--- src/rtl/prelude_sequencer.sv ---
// prelude_sequencer
// Run-control and decode sequencer for the 8-bit prelude CPU core.
// It owns the program counter and the instruction latch. It also decodes the
// fetched instruction word into register-file, ALU, condition and I/O controls.
// Each instruction takes two cycles: FETCH latches the ROM word and EXEC
// commits the result.
//
// Ports
//   clk, reset          rising-edge clock, asynchronous active-low reset
//   run_en              free-run level
//   step_req            one-cycle pulse that executes a single instruction
//   bp_en, bp_addr      breakpoint enable and address
//   rom_data            combinational ROM word at address pc
//   r0_val              register 0 contents, used as the branch target
//   cond_true           condition-engine result for cond_code
//   pc                  program counter / ROM address
//   rf_*                register-file selects, write enable and write source
//   imm, alu_op         immediate and ALU function
//   cond_code           condition select
//   io_rd_stb/io_wr_stb register-6 (I/O) read and write strobes
//   busy, halted        status flags
//   at_break            status flag: stopped at a breakpoint
//   instr_count         count of retired instructions (wraps)
//   state_dbg           current FSM state, for observation
//
// Handshake: there is no valid/ready pair on this block. step_req is a
// single-cycle request that is sampled only in IDLE. run_en is a level.
// Neither request is acknowledged; a request that is not sampled is dropped.
module prelude_sequencer #(
  parameter logic [7:0] PC_RESET = 8'h00,
  parameter int         COUNT_W  = 16
) (
  input  logic               clk,
  input  logic               reset,
  input  logic               run_en,
  input  logic               step_req,
  input  logic               bp_en,
  input  logic [7:0]         bp_addr,
  input  logic [7:0]         rom_data,
  input  logic [7:0]         r0_val,
  input  logic               cond_true,
  output logic [7:0]         pc,
  output logic               rf_we,
  output logic [2:0]         rf_src_a,
  output logic [2:0]         rf_src_b,
  output logic [2:0]         rf_dst,
  output logic [1:0]         rf_wsel,
  output logic [7:0]         imm,
  output logic [2:0]         alu_op,
  output logic [2:0]         cond_code,
  output logic               io_rd_stb,
  output logic               io_wr_stb,
  output logic               busy,
  output logic               halted,
  output logic               at_break,
  output logic [COUNT_W-1:0] instr_count,
  output logic [1:0]         state_dbg
);

  typedef enum logic [1:0] {
    S_IDLE  = 2'd0,
    S_FETCH = 2'd1,
    S_EXEC  = 2'd2,
    S_HALT  = 2'd3
  } state_t;

  state_t               state_q, state_d;
  logic [7:0]           pc_q, pc_d;
  logic [7:0]           ir_q, ir_d;
  logic                 skip_bp_q, skip_bp_d;
  logic                 halted_q, halted_d;
  logic                 at_break_q, at_break_d;
  logic [COUNT_W-1:0]   cnt_q, cnt_d;

  // Decode signals. These are derived from ir_q in every state.
  logic [1:0] opcode;
  logic       we_dec;
  logic       rd6_dec;
  logic       wr6_dec;
  logic       taken;
  logic       halt_hit;

  always_ff @(posedge clk or negedge reset) begin
    if (!reset) begin
      state_q    <= S_IDLE;
      pc_q       <= PC_RESET;
      ir_q       <= 8'h00;
      skip_bp_q  <= 1'b0;
      halted_q   <= 1'b0;
      at_break_q <= 1'b0;
      cnt_q      <= '0;
    end else begin
      state_q    <= state_d;
      pc_q       <= pc_d;
      ir_q       <= ir_d;
      skip_bp_q  <= skip_bp_d;
      halted_q   <= halted_d;
      at_break_q <= at_break_d;
      cnt_q      <= cnt_d;
    end
  end

  // Instruction field decode.
  always_comb begin
    opcode    = ir_q[7:6];
    we_dec    = 1'b0;
    rd6_dec   = 1'b0;
    wr6_dec   = 1'b0;
    rf_src_a  = 3'd0;
    rf_src_b  = 3'd0;
    rf_dst    = 3'd0;
    rf_wsel   = 2'd0;
    imm       = 8'h00;
    alu_op    = 3'd0;
    cond_code = 3'd0;
    case (opcode)
      2'b00: begin
        rf_dst  = 3'd0;
        imm     = {2'b00, ir_q[5:0]};
        rf_wsel = 2'd0;
        we_dec  = 1'b1;
      end
      2'b01: begin
        rf_src_a = 3'd1;
        rf_src_b = 3'd2;
        rf_dst   = 3'd3;
        alu_op   = ir_q[2:0];
        rf_wsel  = 2'd1;
        we_dec   = 1'b1;
      end
      2'b10: begin
        rf_src_a = ir_q[5:3];
        rf_dst   = ir_q[2:0];
        rf_wsel  = 2'd2;
        we_dec   = 1'b1;
        rd6_dec  = (ir_q[5:3] == 3'd6);
        wr6_dec  = (ir_q[2:0] == 3'd6);
      end
      default: begin
        cond_code = ir_q[2:0];
      end
    endcase
    taken    = (opcode == 2'b11) && cond_true;
    // The self-branch idiom: an "always" branch whose target is its own address.
    halt_hit = (opcode == 2'b11) && (ir_q[2:0] == 3'b100) && (r0_val == pc_q);
  end

  // Next-state logic and gated strobes.
  always_comb begin
    state_d    = state_q;
    pc_d       = pc_q;
    ir_d       = ir_q;
    skip_bp_d  = skip_bp_q;
    halted_d   = halted_q;
    at_break_d = at_break_q;
    cnt_d      = cnt_q;
    rf_we      = 1'b0;
    io_rd_stb  = 1'b0;
    io_wr_stb  = 1'b0;
    case (state_q)
      S_IDLE: begin
        // If run_en and step_req are both high, the step is absorbed into the
        // free run.
        if (run_en || step_req) state_d = S_FETCH;
      end
      S_FETCH: begin
        // skip_bp lets the restart after a breakpoint run the breakpointed
        // instruction instead of stopping on it again.
        if (bp_en && (pc_q == bp_addr) && !skip_bp_q) begin
          state_d    = S_IDLE;
          at_break_d = 1'b1;
          skip_bp_d  = 1'b1;
        end else begin
          ir_d       = rom_data;
          skip_bp_d  = 1'b0;
          at_break_d = 1'b0;
          state_d    = S_EXEC;
        end
      end
      S_EXEC: begin
        rf_we     = we_dec;
        io_rd_stb = rd6_dec;
        io_wr_stb = wr6_dec;
        // On a halt the target equals pc, so the pc write leaves pc unchanged.
        pc_d      = (taken || halt_hit) ? r0_val : pc_q + 8'd1;
        cnt_d     = cnt_q + 1'b1;
        if (halt_hit) begin
          state_d  = S_HALT;
          halted_d = 1'b1;
        end else if (run_en) begin
          state_d = S_FETCH;
        end else begin
          state_d = S_IDLE;
        end
      end
      default: begin
        state_d = S_HALT;
      end
    endcase
  end

  assign pc          = pc_q;
  assign busy        = (state_q == S_FETCH) || (state_q == S_EXEC);
  assign halted      = halted_q;
  assign at_break    = at_break_q;
  assign instr_count = cnt_q;
  assign state_dbg   = state_q;

endmodule

--- config.mk ---
export PLATFORM = sky130hd
export DESIGN_NAME = prelude_sequencer
export DESIGN_NICKNAME = d
export VERILOG_FILES = /design/src/rtl/prelude_sequencer.sv
export SDC_FILE = /design/constraint.sdc
export NUM_CORES = 1
export LEC_CHECK = 0
export ABC_AREA = 1
export CAP_MARGIN = 20
export CORE_ASPECT_RATIO = 1.75
export CORE_MARGIN = 10
export CORE_UTILIZATION = 46
export DETAILED_ROUTE_END_ITERATION = 12
export PLACE_DENSITY = 0.82
export SYNTH_ARGS = -nofsm -noshare
export SYNTH_HDL_FRONTEND = slang
export SYNTH_SLANG_ARGS = --single-unit
--- constraint.sdc ---
create_clock -name clk -period 1.6 [get_ports clk]
set_input_delay 0.24 -clock clk [delete_from_list [all_inputs] [get_ports clk]]
set_output_delay 0.24 -clock clk [all_outputs]
set_load 0.05 [all_outputs]
=== Yosys cells after proc, flatten, opt, wreduce, memory -nomap -nowiden ===
Index checks and enable logic that the tools add are counted.

* Bits in registers: 36
* Word-level logic and storage cells: 54
* Output and inout bits: 57
* Input bits: 30

* Mux-type cells: 20
* $add $sub $neg: 2
* Equality and inequality tests: 11
* Bitwise logic cells: 1
* Reductions and logical operators: 14

{| class="wikitable"
|+ Operators with widths
! operator !! number
|-
| $add A16 B1 Y16 const B || 1
|-
| $eq A8 B8 Y1 || 2
|-
| $pmux W3 S2 || 2
|-
| $eq A3 B3 Y1 const B || 3
|-
| $add A8 B1 Y8 const B || 1
|-
| $mux W1 || 8
|-
| $mux W2 || 4
|-
| $mux W8 || 1
|-
| $eq A2 B2 Y1 const B || 3
|-
| $mux W3 || 2
|-
| $mux W6 || 1
|-
| $pmux W2 S3 || 1
|-
| $logic_and A1 B1 Y1 || 5
|-
| $eq A2 B1 Y1 const B || 2
|-
| $logic_not A2 Y1 || 2
|-
| $pmux W2 S2 || 1
|-
| $reduce_and A2 Y1 || 2
|-
| $logic_or A1 B1 Y1 || 3
|-
| $reduce_or A3 Y1 || 1
|-
| $ne A2 B2 Y1 const B || 1
|-
| $logic_not A1 Y1 || 1
|-
| $not A1 Y1 || 1
|}

=== Longest topological paths before layout ===
Gate-level depths: netlist of the first run.

* Word-level depth: 5
* Depth in mapped cells: 10
* Gate-level depth less buffers: 10

=== Worst setup path before layout of the first run ===
Ideal clock, no wire load.

* Kind: flip-flop to output port
* Start point: register state_q[1], in the netlist state_dbg[1]
* End point: output port io_wr_stb
* Cell stages (with the launch flop): 5
* Path buffers: 1
* Required time: 1360 ps
* Setup slack: -1323 ps
* Data arrival time: 2683 ps
* Path through: dfrtp_1 > ha_1 > inv_1 > clkbuf_1 > nor4_1

* Cells in the longest elaborated chain, start to end: 2

{| class="wikitable"
|+ RTL lines
! item !! RTL line !! RTL
|-
| start, declared || 67 || <nowiki>state_t state_q, state_d;</nowiki>
|-
| start signal, assigned || 93 || <nowiki>state_q <= state_d;</nowiki>
|-
| $eq A2 B2 Y1 || 160 || <nowiki>case (state_q)</nowiki>
|-
| $mux W1 || 160 ||
|-
| end, declared || 52 || <nowiki>output logic io_wr_stb,</nowiki>
|}

No other way between the ends.

=== Worst setup path after layout of the first run ===
* Start point: register ir_q[6]
* End point: output port rf_dst[0]

* Cells in the longest elaborated chain, start to end: 2
* Elaborated cells between the ends (all ways): 3
* Those cells by class: 2 x eq/ne; 1 x mux

{| class="wikitable"
|+ RTL lines
! item !! RTL line !! RTL
|-
| start, declared || 69 || <nowiki>logic [7:0] ir_q, ir_d;</nowiki>
|-
| start signal, assigned || 95 || <nowiki>ir_q <= ir_d;</nowiki>
|-
| $eq A2 B2 Y1 or $eq A2 B1 Y1 (tied branches) || 116 || <nowiki>case (opcode)</nowiki>
|-
| $pmux W3 S2 * || 116 ||
|-
| end, declared || 46 || <nowiki>output logic [2:0] rf_dst,</nowiki>
|}

Mark *: on every way between the ends. The rest lies on a longest branch, timed or not.

==> impl_metrics.toml, run 1 <==
[placement]
preCtsSetupSlack_ps = -196
place.gp.congestion = 0.966
port_buffers = 82
hpwl_um = 6390
dp_cells = 502

[finish]
final_common_cell = "nand2_1"
n_fill_cell = 280
final_cells = 528
nNetsFinal = 514
drive_gt1_frac = 0.427
antenna_cells = 0
syn_to_final_growth_pct = 77.1
final_cell_mix = "nand2_1 (90), buf_4 (51), inv_1 (48), buf_12 (31), clkdlybuf4s50_1 (28)"

[status]
failed_checks = "negative setup slack"
status = "complete, but fails checks"

[timing]
drv_slew = 0
fin_crit_sh = 1.13
worstMarginPinSlew_ps = 487
timing.hold.ws_ps = 449
setup_tns_ps = -3430
finClkSkew_ps = 8.54
hold_viol = 0
period_needed_ps = 1810
slew_headroom = 0.672
finalSetupViolations = 35
rsz0062_at_grt = "yes"
fmax_mhz = 553
setup_ws_ps = -207

[clocking]
cts.sinks = 36
cts_buffer_depth = 2
clk_pin_slew_ps = 70
cts_max_level = 2
root_buffer = "clkbuf_8"
numCtsBuffers = 5
clk_latency_ps = 290
tritoncts = "yes"

[die]
core_um2 = 5260
initial_core_util = 0.470
rows = 35
die_h_um = 117
die_w_um = 75.4
ioPinCount = 87
design.die.area_um2 = 8810

[critical_path]
reg2regPathDepth = 11
critPathLaunch = "ir_q[6]$_DFFE_PN0P_"
critPathLaunchType = "flip-flop"
crit_arrival_ps = 1570
worstPathMaxFanout = 5
r2r_slack_ps = -100
end_kind = "output pin"
critPathCapture = "rf_dst[0]"
timing.rr.start = "ir_q[6]$_DFFE_PN0P_"
worstReg2RegEnd = "pc[5]$_DFFE_PN0P_"
crit_type = "reg -> out"
required_ps = 1360

[synthesis]
synth_seq_cells = 36
syn_avg_cell_area_um2 = 7.05
seq_area_frac_synth = 0.365
syn-cell-area_um2 = 2470
yosysUniqueCellTypes = 28
netlist_instances = 350
yosys_warnings = 0

[global_routing]
grt-ovfl-total = 0
antenna_found_initial = 0
grt_pass1_vias = 2819
track_usage = 0.190
grt_pass1_wl_um = 13000
grt_max_degree = 21

[detailed_routing]
drtIter0Drc = 170
wl_per_cell_um = 18.0
drc = 0
vias_per_cell = 5.23
ant_nets = 0
drt_pass1_iterations = 5
vias = 2764
routed_wl_um = 9490

[flow_run]
cap_viol_max_count = 0

[power]
power_density_nw_per_um2 = 2080
p_total_w = 0.00909
p_leak_nw = 2.19
vdd_ir_drop_max_mv = 2.24

[min_path]
hold_class = "in -> async"
[state kept, by name, summed over array words and instances (netlist names)]
| name | flops |
|---|---|
| state_dbg | 2 |
| halted | 1 |
| pc | 8 |
| at_break | 1 |
| ir_q | 8 |
| instr_count | 16 |
[per-layer routing]
layer  wire, um  GRT usage
met1       2990      0.167
met2       5580      0.373
met3        507     0.0464
met4        412     0.0922
met5          0          0
[synthesized netlist by cell type]
| cell type | number | area [um^2] |
|---|---|---|
| nand2_1 | 111 | 417 |
| inv_1 | 64 | 240 |
| dfrtp_1 | 36 | 901 |
| nand3_1 | 30 | 150 |
| nor2_1 | 24 | 90.1 |
| ha_1 | 12 | 150 |
| xnor2_1 | 12 | 105 |
| o21ai_0 | 10 | 50.1 |
| xor2_1 | 10 | 87.6 |
| buf_4 | 7 | 52.6 |
| inv_2 | 4 | 15.0 |
| nor3_1 | 4 | 20.0 |
| a21oi_1 | 3 | 15.0 |
| nand4_1 | 3 | 18.8 |
| nor2_2 | 3 | 18.8 |
| buf_6 | 2 | 22.5 |
| clkbuf_1 | 2 | 7.51 |
| nand2_2 | 2 | 12.5 |
| nor4_1 | 2 | 12.5 |
| a31oi_1 | 1 | 6.26 |
| buf_1 | 1 | 3.75 |
| conb_1 | 1 | 3.75 |
| nand2_4 | 1 | 11.3 |
| nand3_2 | 1 | 10.0 |
| o21a_4 | 1 | 15.0 |
| o21ai_1 | 1 | 5.00 |
| o21ai_2 | 1 | 8.76 |
| o21bai_4 | 1 | 18.8 |
[cells by family (layout without fill, tap and decap cells)]
group	count (synthesis)	in the layout	share of synthesized area
AO/OA/AOI/OAI	18	18	0.0481
XOR/XNOR	22	22	0.0781
adder cells (fa/ha/maj)	12	12	0.0608
buffers and inverters	80	199	0.138
flip-flops	36	36	0.365
other	1	4	0.00152
AND/OR/NAND/NOR	181	182	0.308
[critical path, stage by stage (launching register included)]
cell and delay (ps):
dfrtp_1 400, buf_6 140, inv_6 60, ha_4 130
buf_6 130, nand2_1 90, a21oi_4 180, buf_12 150
[cell type report]
type,instances,area [um^2],share of cell area
repair buffers,123,1450,0.332
clock inverters,3,18.8,0.00429
clock buffers,5,68.8,0.0157
multi-input cells,238,1580,0.361
inverters,68,272,0.0621
flip-flops and latches,36,917,0.210
well taps,55,68.8,0.0157
[repair_timing]
action | in CTS | in global routing
hold endpoints to repair | 18 | 0
gates resized for setup | 28 | 67
setup endpoints to repair | 35 | 41
pin swaps | 7 | 23
buffers inserted | 6 | 8
hold buffers | 1 | 0
cloned | 1 | 2
[stage by stage]
stage	instance area (um^2)	util
after floorplan	2610	-
after global placement	3820	0.728
after detailed placement	3820	0.728
after CTS	4040	0.769
after global routing	4370	0.832
final	4370	0.832
[power breakdown]
| part | internal [W] | total, W | switching (W) |
|---|---|---|---|
| Clock | 0.000303 | 0.000651 | 0.000347 |
| Sequential | 0.00124 | 0.00170 | 0.000464 |
| Combinational | 0.00283 | 0.00674 | 0.00391 |
| Total | 0.00437 | 0.00909 | 0.00472 |
[worst min path at each step]
stage	slack, ps	start	cells after the start	to
4_1_cts	450	reset	2	halted$_DFFE_PN0P_
5_1_grt	480	reset	2	halted$_DFFE_PN0P_
3_5_place_dp	220	reset	1	pc[7]$_DFFE_PN0P_
6_report	450	reset	2	pc[5]$_DFFE_PN0P_
3_3_place_gp	220	reset	1	pc[7]$_DFFE_PN0P_
2_1_floorplan	-60	reset	0	at_break$_DFFE_PN0P_
Note: power is estimated with default switching activity, not from simulation.
==> run 2, diff against run 1 <==
--- a/config.mk
+++ b/config.mk
@@ -12,6 +12,7 @@
 export CORE_UTILIZATION = 46
 export DETAILED_ROUTE_END_ITERATION = 12
 export PLACE_DENSITY = 0.82
+export SETUP_SLACK_MARGIN = 0.5
 export SYNTH_ARGS = -nofsm -noshare
 export SYNTH_HDL_FRONTEND = slang
 export SYNTH_SLANG_ARGS = --single-unit
==> impl_metrics.toml, run 2 <==
[status]
status = "stopped before the end"
lastStage = "global routing"
error = "[ERROR DPL-0038] Utilization greater than 100%, impossible to legalize"

[synthesis]
syn-cell-area_um2 = 2470
synth_area_leaders = "dfrtp_1 (36%), nand2_1 (17%), inv_1 (9.7%), ha_1 (6.1%), nand3_1 (6.1%)"
seq_area_frac_synth = 0.365
synth_seq_cells = 36
synth_edf_count = 0
synth_async_sr_flop_share = 1.00
yosysUniqueCellTypes = 28
synth_top_area_cell = "dfrtp_1"
ys.flop_type = "dfrtp_1"
synth_top_area_share = 0.365
synth.most_common_cell = "nand2_1"
yosys_warnings = 0
syn_avg_cell_area_um2 = 7.05
netlist_instances = 350
synth_commonest_cells = "nand2_1 (111), inv_1 (64), dfrtp_1 (36)"

[global_routing]
grt_max_degree = 37

[clocking]
cts_max_level = 2
numCtsBuffers = 5
cts_buffer_depth = 2
root_buffer = "clkbuf_8"
cts.sinks = 36

[timing]
worst-ep-kind = "sequential cell input"
grt_repair_worst_endpoint = "pc[4]$_DFFE_PN0P_/D"

[die]
rows = 35
ioPinCount = 87
die_h_um = 117
die_w_um = 75.4
initial_core_util = 0.470

[placement]
port_buffers = 82
dp_cells = 497
place.gp.congestion = 0.934
hpwl_um = 6350
run 2: cell families after synthesis:
kind of cell,share of synthesized area
xor+xnor,0.0781
flops,0.365
buf+inv,0.138
simple gates,0.308
other cells,0.00152
fa+ha+maj,0.0608
compound gates,0.0481
run 2: timing repair:
| item | in CTS |
|---|---|
| endpoints found under the hold margin | 6 |
| pin swaps | 39 |
| hold buffers | 1 |
| gates cloned | 2 |
| resized for setup | 135 |
| endpoints found under the setup margin | 87 |
| setup buffers | 42 |
run 2: stage by stage:
stage | setup WS (ps) | area [um^2]
after CTS | -214 | 5020
after detailed placement | -187 | 4010
after global placement | -118 | 4010
after floorplan | -140 | 2830
==> run 3, diff against run 2 <==
--- a/config.mk
+++ b/config.mk
@@ -7,12 +7,10 @@
 export LEC_CHECK = 0
 export ABC_AREA = 1
 export CAP_MARGIN = 20
-export CORE_ASPECT_RATIO = 1.75
 export CORE_MARGIN = 10
-export CORE_UTILIZATION = 46
+export CORE_UTILIZATION = 37
 export DETAILED_ROUTE_END_ITERATION = 12
-export PLACE_DENSITY = 0.82
-export SETUP_SLACK_MARGIN = 0.5
+export PLACE_DENSITY_LB_ADDON = 0.15
 export SYNTH_ARGS = -nofsm -noshare
 export SYNTH_HDL_FRONTEND = slang
 export SYNTH_SLANG_ARGS = --single-unit
==> impl_metrics.toml, run 3 (same netlist as run 1, synthesis figures left out) <==
[status]
status = "complete, but fails checks"
failed_checks = "negative setup slack"

[global_routing]
top_usage_layer = "met2"
grt_pass1_vias = 2502
grt_pass1_wl_um = 12000
grt_max_degree = 21
use_met1 = 0.167
use_met2 = 0.245
grt-ovfl-total = 0
grtUsageMet3 = 0.0579
track_usage = 0.144
antenna_found_initial = 0

[die]
rows = 29
design.die.area_um2 = 10300
die_w_um = 102
die_h_um = 102
initial_core_util = 0.384
core_um2 = 6420
ioPinCount = 87

[critical_path]
reg2regPathDepth = 13
worstReg2RegEnd = "pc[3]$_DFFE_PN0P_"
critPathLaunch = "ir_q[6]$_DFFE_PN0P_"
critPathCapture = "pc[3]$_DFFE_PN0P_"
worstPathMaxFanout = 4
timing.rr.start = "ir_q[6]$_DFFE_PN0P_"
required_ps = 1820
critPathLaunchType = "flip-flop"
crit_arrival_ps = 2020
end_kind = "flip-flop"
crit_type = "reg -> reg"
r2r_slack_ps = -200

[placement]
post_dp_cell_area_um2 = 3900
port_buffers = 82
place.gp.congestion = 0.866
hpwl_um = 5730
preCtsSetupSlack_ps = -119

[power]
vdd_ir_drop_max_mv = 1.77
p_total_w = 0.00895
power_density_nw_per_um2 = 2030
p_leak_nw = 2.24

[clocking]
numCtsBuffers = 5
cts_max_level = 2
root_buffer = "clkbuf_8"
cts_buffer_depth = 2
clk_latency_ps = 290
tritoncts = "yes"
cts.sinks = 36
clk_pin_slew_ps = 80

[detailed_routing]
vias = 2563
routed_wl_um = 7750
drtIter0Drc = 69
drt_pass1_iterations = 4
wl_per_cell_um = 14.0
ant_nets = 0
vias_per_cell = 4.63
drc = 0

[timing]
period_needed_ps = 1800
rsz0062_at_grt = "yes"
fmax_mhz = 556
drv_slew = 0
setup_ws_ps = -198
hold_viol = 0
setup_tns_ps = -3230
fin_crit_sh = 1.12
finClkSkew_ps = 4.96
timing.hold.ws_ps = 435
finalSetupViolations = 32

[finish]
final_common_cell = "nand2_1"
drive_gt1_frac = 0.391
antenna_cells = 0
design_area_um2 = 4420
nNetsFinal = 517
syn_to_final_growth_pct = 78.9
largest_register_ffs = 16
final_cell_mix = "nand2_1 (96), inv_1 (56), buf_4 (55), buf_12 (33), clkdlybuf4s50_1 (28)"
n_fill_cell = 506

[min_path]
hold_class = "in -> async"

[flow_run]
cap_viol_max_count = 0
[run 3: cell type report]
| class | count | area, um^2 | share of cell area |
|---|---|---|---|
| clock buffer | 7 | 96.3 | 0.0218 |
| clock inverter | 1 | 30.0 | 0.00680 |
| inverter | 68 | 264 | 0.0598 |
| multi-input combinational | 237 | 1540 | 0.349 |
| sequential | 36 | 917 | 0.208 |
| tap | 77 | 96.3 | 0.0218 |
| timing repair buffer | 127 | 1470 | 0.333 |
[run 3: power breakdown]
| part | internal [W] | switching [W] |
|---|---|---|
| combinational | 0.00280 | 0.00358 |
| sequential | 0.00124 | 0.000448 |
| clock | 0.000550 | 0.000329 |
| total | 0.00460 | 0.00436 |
[run 3: stage by stage]
step	cells	utilization
after floorplan	353	-
after global placement	527	0.607
after detailed placement	527	0.607
after CTS	544	0.658
after global routing	553	0.688
final	553	0.688
[run 3: worst max-delay path, cell delays in order (launching register included)]
cell and delay (ps):
dfrtp_1 390, buf_6 120, buf_4 100, buf_6 90, ha_4 130, nand2_4 50
nor2_4 110, nand3_4 100, nor2_4 130, nand2_4 110, buf_6 160, nand3_1 70
nand3_1 100, nand2_1 70
[run 3: metal layers]
metal / vias to the layer above / wire length, um
met5: - / 0
met4: 0 / 83
met3: 8 / 655
met2: 71 / 3830
met1: 1184 / 3180
li1: 1300 / -
[run 3: worst min path at each step]
stage | slack, ps | startpoint | to | cells after the start
final | 440 | reset | instr_count[15]$_DFFE_PN0P_ | 2
after global routing | 480 | reset | instr_count[10]$_DFFE_PN0P_ | 2
after CTS | 450 | reset | instr_count[15]$_DFFE_PN0P_ | 2
after detailed placement | 230 | reset | instr_count[15]$_DFFE_PN0P_ | 1
after global placement | 210 | reset | instr_count[15]$_DFFE_PN0P_ | 1
after floorplan | -60 | reset | at_break$_DFFE_PN0P_ | 0
[run 3: repair_timing]
| action | in CTS | in global routing |
|---|---|---|
| resized for setup | 39 | 27 |
| endpoints found under the setup margin | 31 | 39 |
| hold buffers | 1 | 0 |
| setup buffers | 8 | 9 |
| endpoints found under the hold margin | 18 | 0 |
| pin swaps | 16 | 8 |
